==> src/rtl/branch_resolve_unit.sv <==
// Branch resolution stage between ID and EX.
// Evaluates the branch condition, forms the branch target, registers the
// outcome for one cycle, flags mispredictions and maintains a 2-bit
// saturating branch history table that feeds predictions back to IF.
module branch_resolve_unit #(
  parameter int unsigned DATA_W    = 32,
  parameter int unsigned ADDR_W    = 32,
  parameter int unsigned BHT_DEPTH = 16,
  parameter int unsigned OFF_SHIFT = 2
) (
  input  logic              clk,
  input  logic              rst,
  // prediction lookup from IF
  input  logic [ADDR_W-1:0] lk_pc,
  output logic              lk_taken,
  // branch from ID
  input  logic              br_valid,
  input  logic [2:0]        br_op,
  input  logic [ADDR_W-1:0] br_pc,
  input  logic [ADDR_W-1:0] br_imm,
  input  logic [DATA_W-1:0] br_a,
  input  logic [DATA_W-1:0] br_b,
  input  logic              br_pred,
  input  logic              flush,
  // registered resolution
  output logic              res_valid,
  output logic              res_taken,
  output logic [ADDR_W-1:0] res_target,
  output logic              mispredict,
  output logic [ADDR_W-1:0] redirect_pc,
  // performance counters
  output logic [31:0]       branch_cnt,
  output logic [31:0]       mispred_cnt
);

  localparam int unsigned IDX_W = $clog2(BHT_DEPTH);

  localparam logic [2:0] OP_BEQ  = 3'b000;
  localparam logic [2:0] OP_BNE  = 3'b001;
  localparam logic [2:0] OP_BLT  = 3'b100;
  localparam logic [2:0] OP_BGE  = 3'b101;
  localparam logic [2:0] OP_BLTU = 3'b110;
  localparam logic [2:0] OP_BGEU = 3'b111;

  localparam logic [1:0] CTR_MIN   = 2'b00;
  localparam logic [1:0] CTR_MAX   = 2'b11;
  localparam logic [1:0] CTR_RESET = 2'b01;

  logic              accept;
  logic              op_known;
  logic              op_taken;
  logic              op_mispred;
  logic              eq;
  logic              lt_s;
  logic              lt_u;
  logic [ADDR_W-1:0] imm_shifted;
  logic [ADDR_W-1:0] target;
  logic [IDX_W-1:0]  lk_idx;
  logic [IDX_W-1:0]  br_idx;
  logic [1:0]        bht [BHT_DEPTH];
  logic [1:0]        bht_cur;
  logic [1:0]        bht_next;
  logic              bht_upd;
  logic              unused_pc_bits;

  // A branch is accepted only when present and not killed
  assign accept = br_valid & ~flush;

  // Operand comparisons shared by all conditions
  assign eq   = (br_a == br_b);
  assign lt_s = ($signed(br_a) < $signed(br_b));
  assign lt_u = (br_a < br_b);

  // Condition evaluation; reserved encodings resolve not-taken
  always_comb begin
    op_taken = 1'b0;
    op_known = 1'b1;
    case (br_op)
      OP_BEQ:  op_taken = eq;
      OP_BNE:  op_taken = ~eq;
      OP_BLT:  op_taken = lt_s;
      OP_BGE:  op_taken = ~lt_s;
      OP_BLTU: op_taken = lt_u;
      OP_BGEU: op_taken = ~lt_u;
      default: op_known = 1'b0;
    endcase
  end

  assign op_mispred = (op_taken != br_pred);

  // Word offset scaled to bytes; overflow wraps silently
  assign imm_shifted = br_imm << OFF_SHIFT;
  assign target      = br_pc + imm_shifted;

  // BHT indices skip the byte-offset bits of the PC
  assign lk_idx = lk_pc[IDX_W+1:2];
  assign br_idx = br_pc[IDX_W+1:2];

  // Prediction is the MSB of the looked-up counter
  assign lk_taken = bht[lk_idx][1];

  // Saturating next value of the counter addressed by the resolving branch
  always_comb begin
    bht_cur  = bht[br_idx];
    bht_next = bht_cur;
    if (op_taken) begin
      if (bht_cur != CTR_MAX) bht_next = bht_cur + 2'd1;
    end else begin
      if (bht_cur != CTR_MIN) bht_next = bht_cur - 2'd1;
    end
  end

  assign bht_upd = accept & op_known;

  // BHT storage: weakly not-taken after reset, trained on accepted branches
  always_ff @(posedge clk) begin
    if (rst) begin
      for (int i = 0; i < int'(BHT_DEPTH); i++) begin
        bht[i] <= CTR_RESET;
      end
    end else if (bht_upd) begin
      bht[br_idx] <= bht_next;
    end
  end

  // Resolution register: one-cycle pulse, payload held between branches
  always_ff @(posedge clk) begin
    if (rst) begin
      res_valid   <= 1'b0;
      res_taken   <= 1'b0;
      res_target  <= '0;
      mispredict  <= 1'b0;
      redirect_pc <= '0;
    end else if (accept) begin
      res_valid   <= 1'b1;
      res_taken   <= op_taken;
      res_target  <= target;
      mispredict  <= op_mispred;
      redirect_pc <= op_taken ? target : br_pc;
    end else begin
      res_valid   <= 1'b0;
      mispredict  <= 1'b0;
    end
  end

  // Performance counters, wrapping at 2^32
  always_ff @(posedge clk) begin
    if (rst) begin
      branch_cnt  <= 32'd0;
      mispred_cnt <= 32'd0;
    end else if (accept) begin
      branch_cnt <= branch_cnt + 32'd1;
      if (op_mispred) mispred_cnt <= mispred_cnt + 32'd1;
    end
  end

  // PC bits outside the BHT index are intentionally ignored
  assign unused_pc_bits = ^{lk_pc[ADDR_W-1:IDX_W+2], lk_pc[1:0]};

endmodule

==> config.mk <==
export PLATFORM = sky130hd
export DESIGN_NAME = branch_resolve_unit
export DESIGN_NICKNAME = d
export VERILOG_FILES = /design/src/rtl/branch_resolve_unit.sv
export SDC_FILE = /design/constraint.sdc
export NUM_CORES = 1
export LEC_CHECK = 0
export CORE_MARGIN = 1
export CORE_UTILIZATION = 51
export DETAILED_ROUTE_END_ITERATION = 16
export PLACE_DENSITY = 0.94
export SYNTH_ARGS = -nofsm -noshare
export SYNTH_HDL_FRONTEND = slang
export SYNTH_SLANG_ARGS = --single-unit
==> constraint.sdc <==
create_clock -name clk -period 11.3 [get_ports clk]
set_clock_uncertainty 0.1 [all_clocks]
set_input_delay 2.825 -clock clk [delete_from_list [all_inputs] [get_ports clk]]
set_output_delay 2.825 -clock clk [all_outputs]
set_load 0.1 [all_outputs]
After elaboration in Yosys (flattened, before gate mapping)
Memory sizes are Yosys's and may differ from the RTL's.
Cells that the tools add are included.
{"block": "classes", "addsub": 5, "order_cmp": 2, "eq_ne": 8, "n_mux": 15, "n_bitwise": 7, "reduce_logical": 6}
{"operator": "adder 32 x 1 -> 32 bit, second input constant", "count": 2}
{"operator": "< comparator 32 bit", "count": 2}
{"operator": "adder 32 bit", "count": 1}
{"operator": "== test 32 bit", "count": 1}
{"operator": "2-to-1 mux 32 bit", "count": 1}
{"operator": "== test 3 bit, second input constant", "count": 4}
{"operator": "2-to-1 mux 1 bit", "count": 8}
{"operator": "2-to-1 mux 2 bit", "count": 4}
{"operator": "one-hot mux 1 bit (6 select lines)", "count": 1}
{"operator": "OR reduction 6 bit", "count": 1}
{"operator": "inverter 1 bit", "count": 5}
{"operator": "2-to-1 mux 4 bit", "count": 1}
{"operator": "OR reduction 2 bit", "count": 2}
{"operator": "== test 3 x 1 -> 1 bit, second input constant", "count": 1}
{"operator": "logical NOT 3 bit", "count": 1}
{"operator": "adder 2 x 1 -> 2 bit, second input constant", "count": 1}
{"operator": "bitwise AND 1 bit", "count": 2}
{"operator": "!= test 2 bit, second input constant", "count": 1}
{"operator": "AND reduction 2 bit", "count": 1}
{"operator": "nonzero test 2 bit", "count": 1}
{"operator": "subtractor 2 x 1 -> 2 bit, second input constant", "count": 1}
{"operator": "!= test 1 bit", "count": 1}
{"block": "word_totals", "reg_bits": 131, "ram_bits": 32, "input_bits": 168, "out_inout_bits": 132, "word_cells": 51, "n_memories": 1}
{"name": "bht", "depth": 16, "width": 2, "read_ports": 2, "rd_clocked_by_memory_dff": 0, "wr": 16, "line_no": "60", "source": "logic [1:0] bht [BHT_DEPTH];"}

Logic depth before layout (Yosys ltp)
{"block": "depth", "ltp_word": 9, "ltp_mapped": 13, "ltp_nobuf": 13}

Worst setup path before layout
Ideal clock, no wire load.
{"block": "synth_path", "path_kind": "input to output", "from": "in lk_pc[2]", "to": "out lk_taken", "arrival_ns": 4.036, "required_ns": 8.375, "setup_slack_ns": 4.339, "path_stages": 2, "n_path_buf": 0, "cell_sequence": "mux4_2 mux4_2"}
{"block": "synth_between", "elab_chain_len": 1}
{"element": "start: declaration", "line_no": "14", "source": "input logic [ADDR_W-1:0] lk_pc,"}
{"element": "memory (16 x 2 bit)"}
{"element": "end: declaration", "line_no": "15", "source": "output logic lk_taken,"}
No other way between the ends.

Final worst setup path
Ends and elaborated chain as after synthesis.

==> out/metrics.csv <==
stage;metric;value;unit
status;status;finished, final reports clean;
power;VDD IR max;0.1121;mV
placement;port buffer count;269;
timing;setup_tns;0;ns
drt;router iterations before antenna repair;6;
cells_and_area;share of layout cells above drive strength 1;0.04539;
cells_and_area;footprint of the multi-input gates;0.005450;mm²
min_path;worst hold path type;flip-flop to flip-flop;
die;core area;0.01802;mm²
timing;min Tclk post-route;8.340;ns
clock_tree;root buffer cell;clkbuf_16;
drt;routed length per instance;17.68;µm
cells_and_area;# fillers;1298;
drt;DRC;0;
drt;drt total wl;27810;µm
logic_synthesis;Post-synth EDFFs;32;
cells_and_area;Syn-to-layout area delta;36.02;%
power;Comb pwr share;0.275;
die;Rows;49;
grt;largest net degree at the start of global routing;94;
timing;Pins Over Slew Limit;0;
power;Seq pwr share;0.370;
logic_synthesis;syn_nets;1326;
clock_tree;TritonCTS Buffers;17;
worst_setup_path;CP required;8.38;ns
placement;cell count after placement;1541;
logic_synthesis;Seq/Total Area, Yosys;0.3766;
grt;vias in the first global route;8855;
drt;final antenna-violating net count;0;
worst_setup_path;critical path's slowest cell;clkdlybuf4s50_1;
logic_synthesis;fraction of registers with async set/reset;0;
timing;fmax;0.1199;GHz
worst_setup_path;CP max stage delay;0.98;ns
placement;Routability Congestion;0.8965;
cells_and_area;register area;0.003543;mm²
cells_and_area;most frequent cells in the layout;clkdlybuf4s50_1 (268), nand2_1 (129), dfxtp_1 (129), nor2_1 (119), a21oi_1 (87);
logic_synthesis;Cell variety after synth;59;
logic_synthesis;Synth Flop Type;dfxtp_1;
clock_tree;CTS resizes;0;
die;boundary pin count;300;
drt;initial drt markers;653;
clock_tree;Worst-Skew Late Latency;0.44;ns
die;Initial Utilization;0.5220;
timing;Worst Tran Pin Value;1.127;ns
die;Die ar.;0.01900;mm²
timing;Slew HR;0.2463;
drt;Vias per Instance;5.845;
grt;total grt overflow;0;
clock_tree;clk sinks;161;
power;clock share of power;0.356;
power;Power Dens Cells;130.7;mW/mm²
clock_tree;postcts setup bufs;0;
worst_setup_path;Worst Path Max Fanout;4;
timing;Tcrit/Tclk final;0.7380;
worst_setup_path;crit-path cells;clkdlybuf4s50_1, mux4_2, mux4_2, clkdlybuf4s50_1;
clock_tree;Max Root-Sink Buffers;2;
worst_setup_path;CP arrival;5.41;ns
logic_synthesis;Ys Warns;0;
worst_setup_path;CP Launch Type;input port;
power;internal power;1107;µW
die;Die W;137.8;µm
worst_setup_path;Setup CP Type;input port to output port;
drt;total number of vias;9194;
grt;GRT Overall Usage;0.2934;
timing;setup violators final;0;
clock_tree;CTS Hold Bufs;0;
die;die height;137.8;µm
timing;final hold viol count;0;
cells_and_area;ant diodes;0;
clock_tree;H-tree Lvls;4;
logic_synthesis;register bit total from synthesis;161;
logic_synthesis;Post-Syn Area;0.009409;mm²
power;Sw Pwr;566.0;µW
cells_and_area;Final nets;1563;
worst_setup_path;endpoint class of the critical path;output port;
clock_tree;Clock transition at path regs;0.06;ns
cells_and_area;most common cell after layout, fill and taps aside;clkdlybuf4s50_1;
placement;detailed placer's ending HPWL;20220;µm
cells_and_area;Post-Layout Cell Count;1573;
clock_tree;CTS tree;yes;
grt;global-route wire length before repair;43160;µm
timing;RSZ-0062 raised after global routing;false;
logic_synthesis;cell count after synthesis;1094;
power;Lkg Pwr;0.004948;µW
power;total power;1673;µW
logic_synthesis;Avg Cell Area, Syn;8.601;µm²
power;sw frac;0.3383;
grt;initial antenna violation count;0;
flow_run;Max-Cap Viols;0;
power by group through the flow:
stage	Combinational [µW]	Sequential, µW	Clock [µW]
after floorplan	192	755	0
after global placement	444	630	0
after detailed placement	453	631	0
after CTS	457	618	597
after global routing	491	620	622
final	460	618	595
critical path: cells and delay by family:
family	cells	cell delay (ns)
multiplexers	2	1.01
buffers and inverters	2	1.59
routing by layer:
metal / wire length (µm) / vias up / global-route usage
met1: 10400 / 4272 / 0.3329
met2: 13930 / 486 / 0.5165
met5: 0 / - / 0
li1: - / 4357 / -
met4: 912 / 0 / 0.1341
met3: 2565 / 79 / 0.07248
stage by stage:
| stage | hold WS (ns) | setup slack (ns) | area (µm²) | utilization |
|---|---|---|---|---|
| global placement | 0.3411 | 2.944 | 12200 | 0.6766 |
| global route | 0.3846 | 2.890 | 12800 | 0.7101 |
| detailed placement | 0.3471 | 2.931 | 12200 | 0.6766 |
| CTS | 0.3570 | 2.934 | 12800 | 0.7101 |
| floorplan | 0.7834 | 4.339 | 9409 | - |
| finish | 0.3555 | 2.960 | 12800 | 0.7101 |
final timing paths:
kind | start | endpoint | slack [ns] | cells after the start
max | lk_pc[2] | lk_taken | 2.96 | 4
min | res_target[16]$_SDFFE_PP0P_ | res_target[16]$_SDFFE_PP0P_ | 0.36 | 2
max reg2reg | mispred_cnt[4]$_SDFFE_PP0P_ | mispred_cnt[23]$_SDFFE_PP0P_ | 8.56 | 10
min reg2reg | res_target[16]$_SDFFE_PP0P_ | res_target[16]$_SDFFE_PP0P_ | 0.36 | 2
layout make-up:
type	instances	area share
Multi-Input combinational cell	827	0.4258
Sequential cell	161	0.2769
Timing Repair Buffer	274	0.2131
Clock buffer	19	0.03549
Tap cell	229	0.02239
Inverter	50	0.01466
Clock inverter	13	0.01163
cells by family after synthesis:
| kind of cell | count (synthesis) | share of synthesized area |
|---|---|---|
| xor+xnor | 85 | 0.08072 |
| compound gates | 220 | 0.1444 |
| mux | 37 | 0.05811 |
| fa+ha+maj | 66 | 0.08803 |
| buf+inv | 106 | 0.04495 |
| simple gates | 419 | 0.2072 |
| flops | 161 | 0.3766 |
sequential cells by signal, summed over array words and instances, names as in the netlist:
register	count
branch_cnt	32
res_target	32
redirect_pc	30
res_taken	1
bht	32
mispred_cnt	32
mispredict	1
res_valid	1
cell usage after synthesis, types with 4 or more instances:
cell	number	area (µm²)
xnor2_1	38	332.8
inv_1	50	187.7
o211ai_1	4	30.03
nor2b_1	14	87.58
and4_1	4	35.03
buf_4	5	37.54
a21oi_1	87	435.4
nand3_1	40	200.2
buf_1	8	30.03
mux4_2	14	315.3
nand2b_1	8	50.05
a31oi_1	9	56.30
nand4_1	24	150.1
buf_2	5	25.02
nor3_1	22	110.1
nor2_1	119	446.7
mux2i_1	22	220.2
nor4_1	14	87.58
dfxtp_1	129	2582
clkbuf_1	38	142.6
xor2_1	45	394.1
nand2_1	129	484.2
a211oi_1	26	195.2
nand3b_1	5	37.54
o21a_1	5	37.54
and3_1	26	162.7
o21ai_0	42	210.2
a21o_1	18	135.1
and2_1	5	31.28
ha_1	63	788.3
edfxtp_1	32	960.9
(Power assumes the default switching activity.)
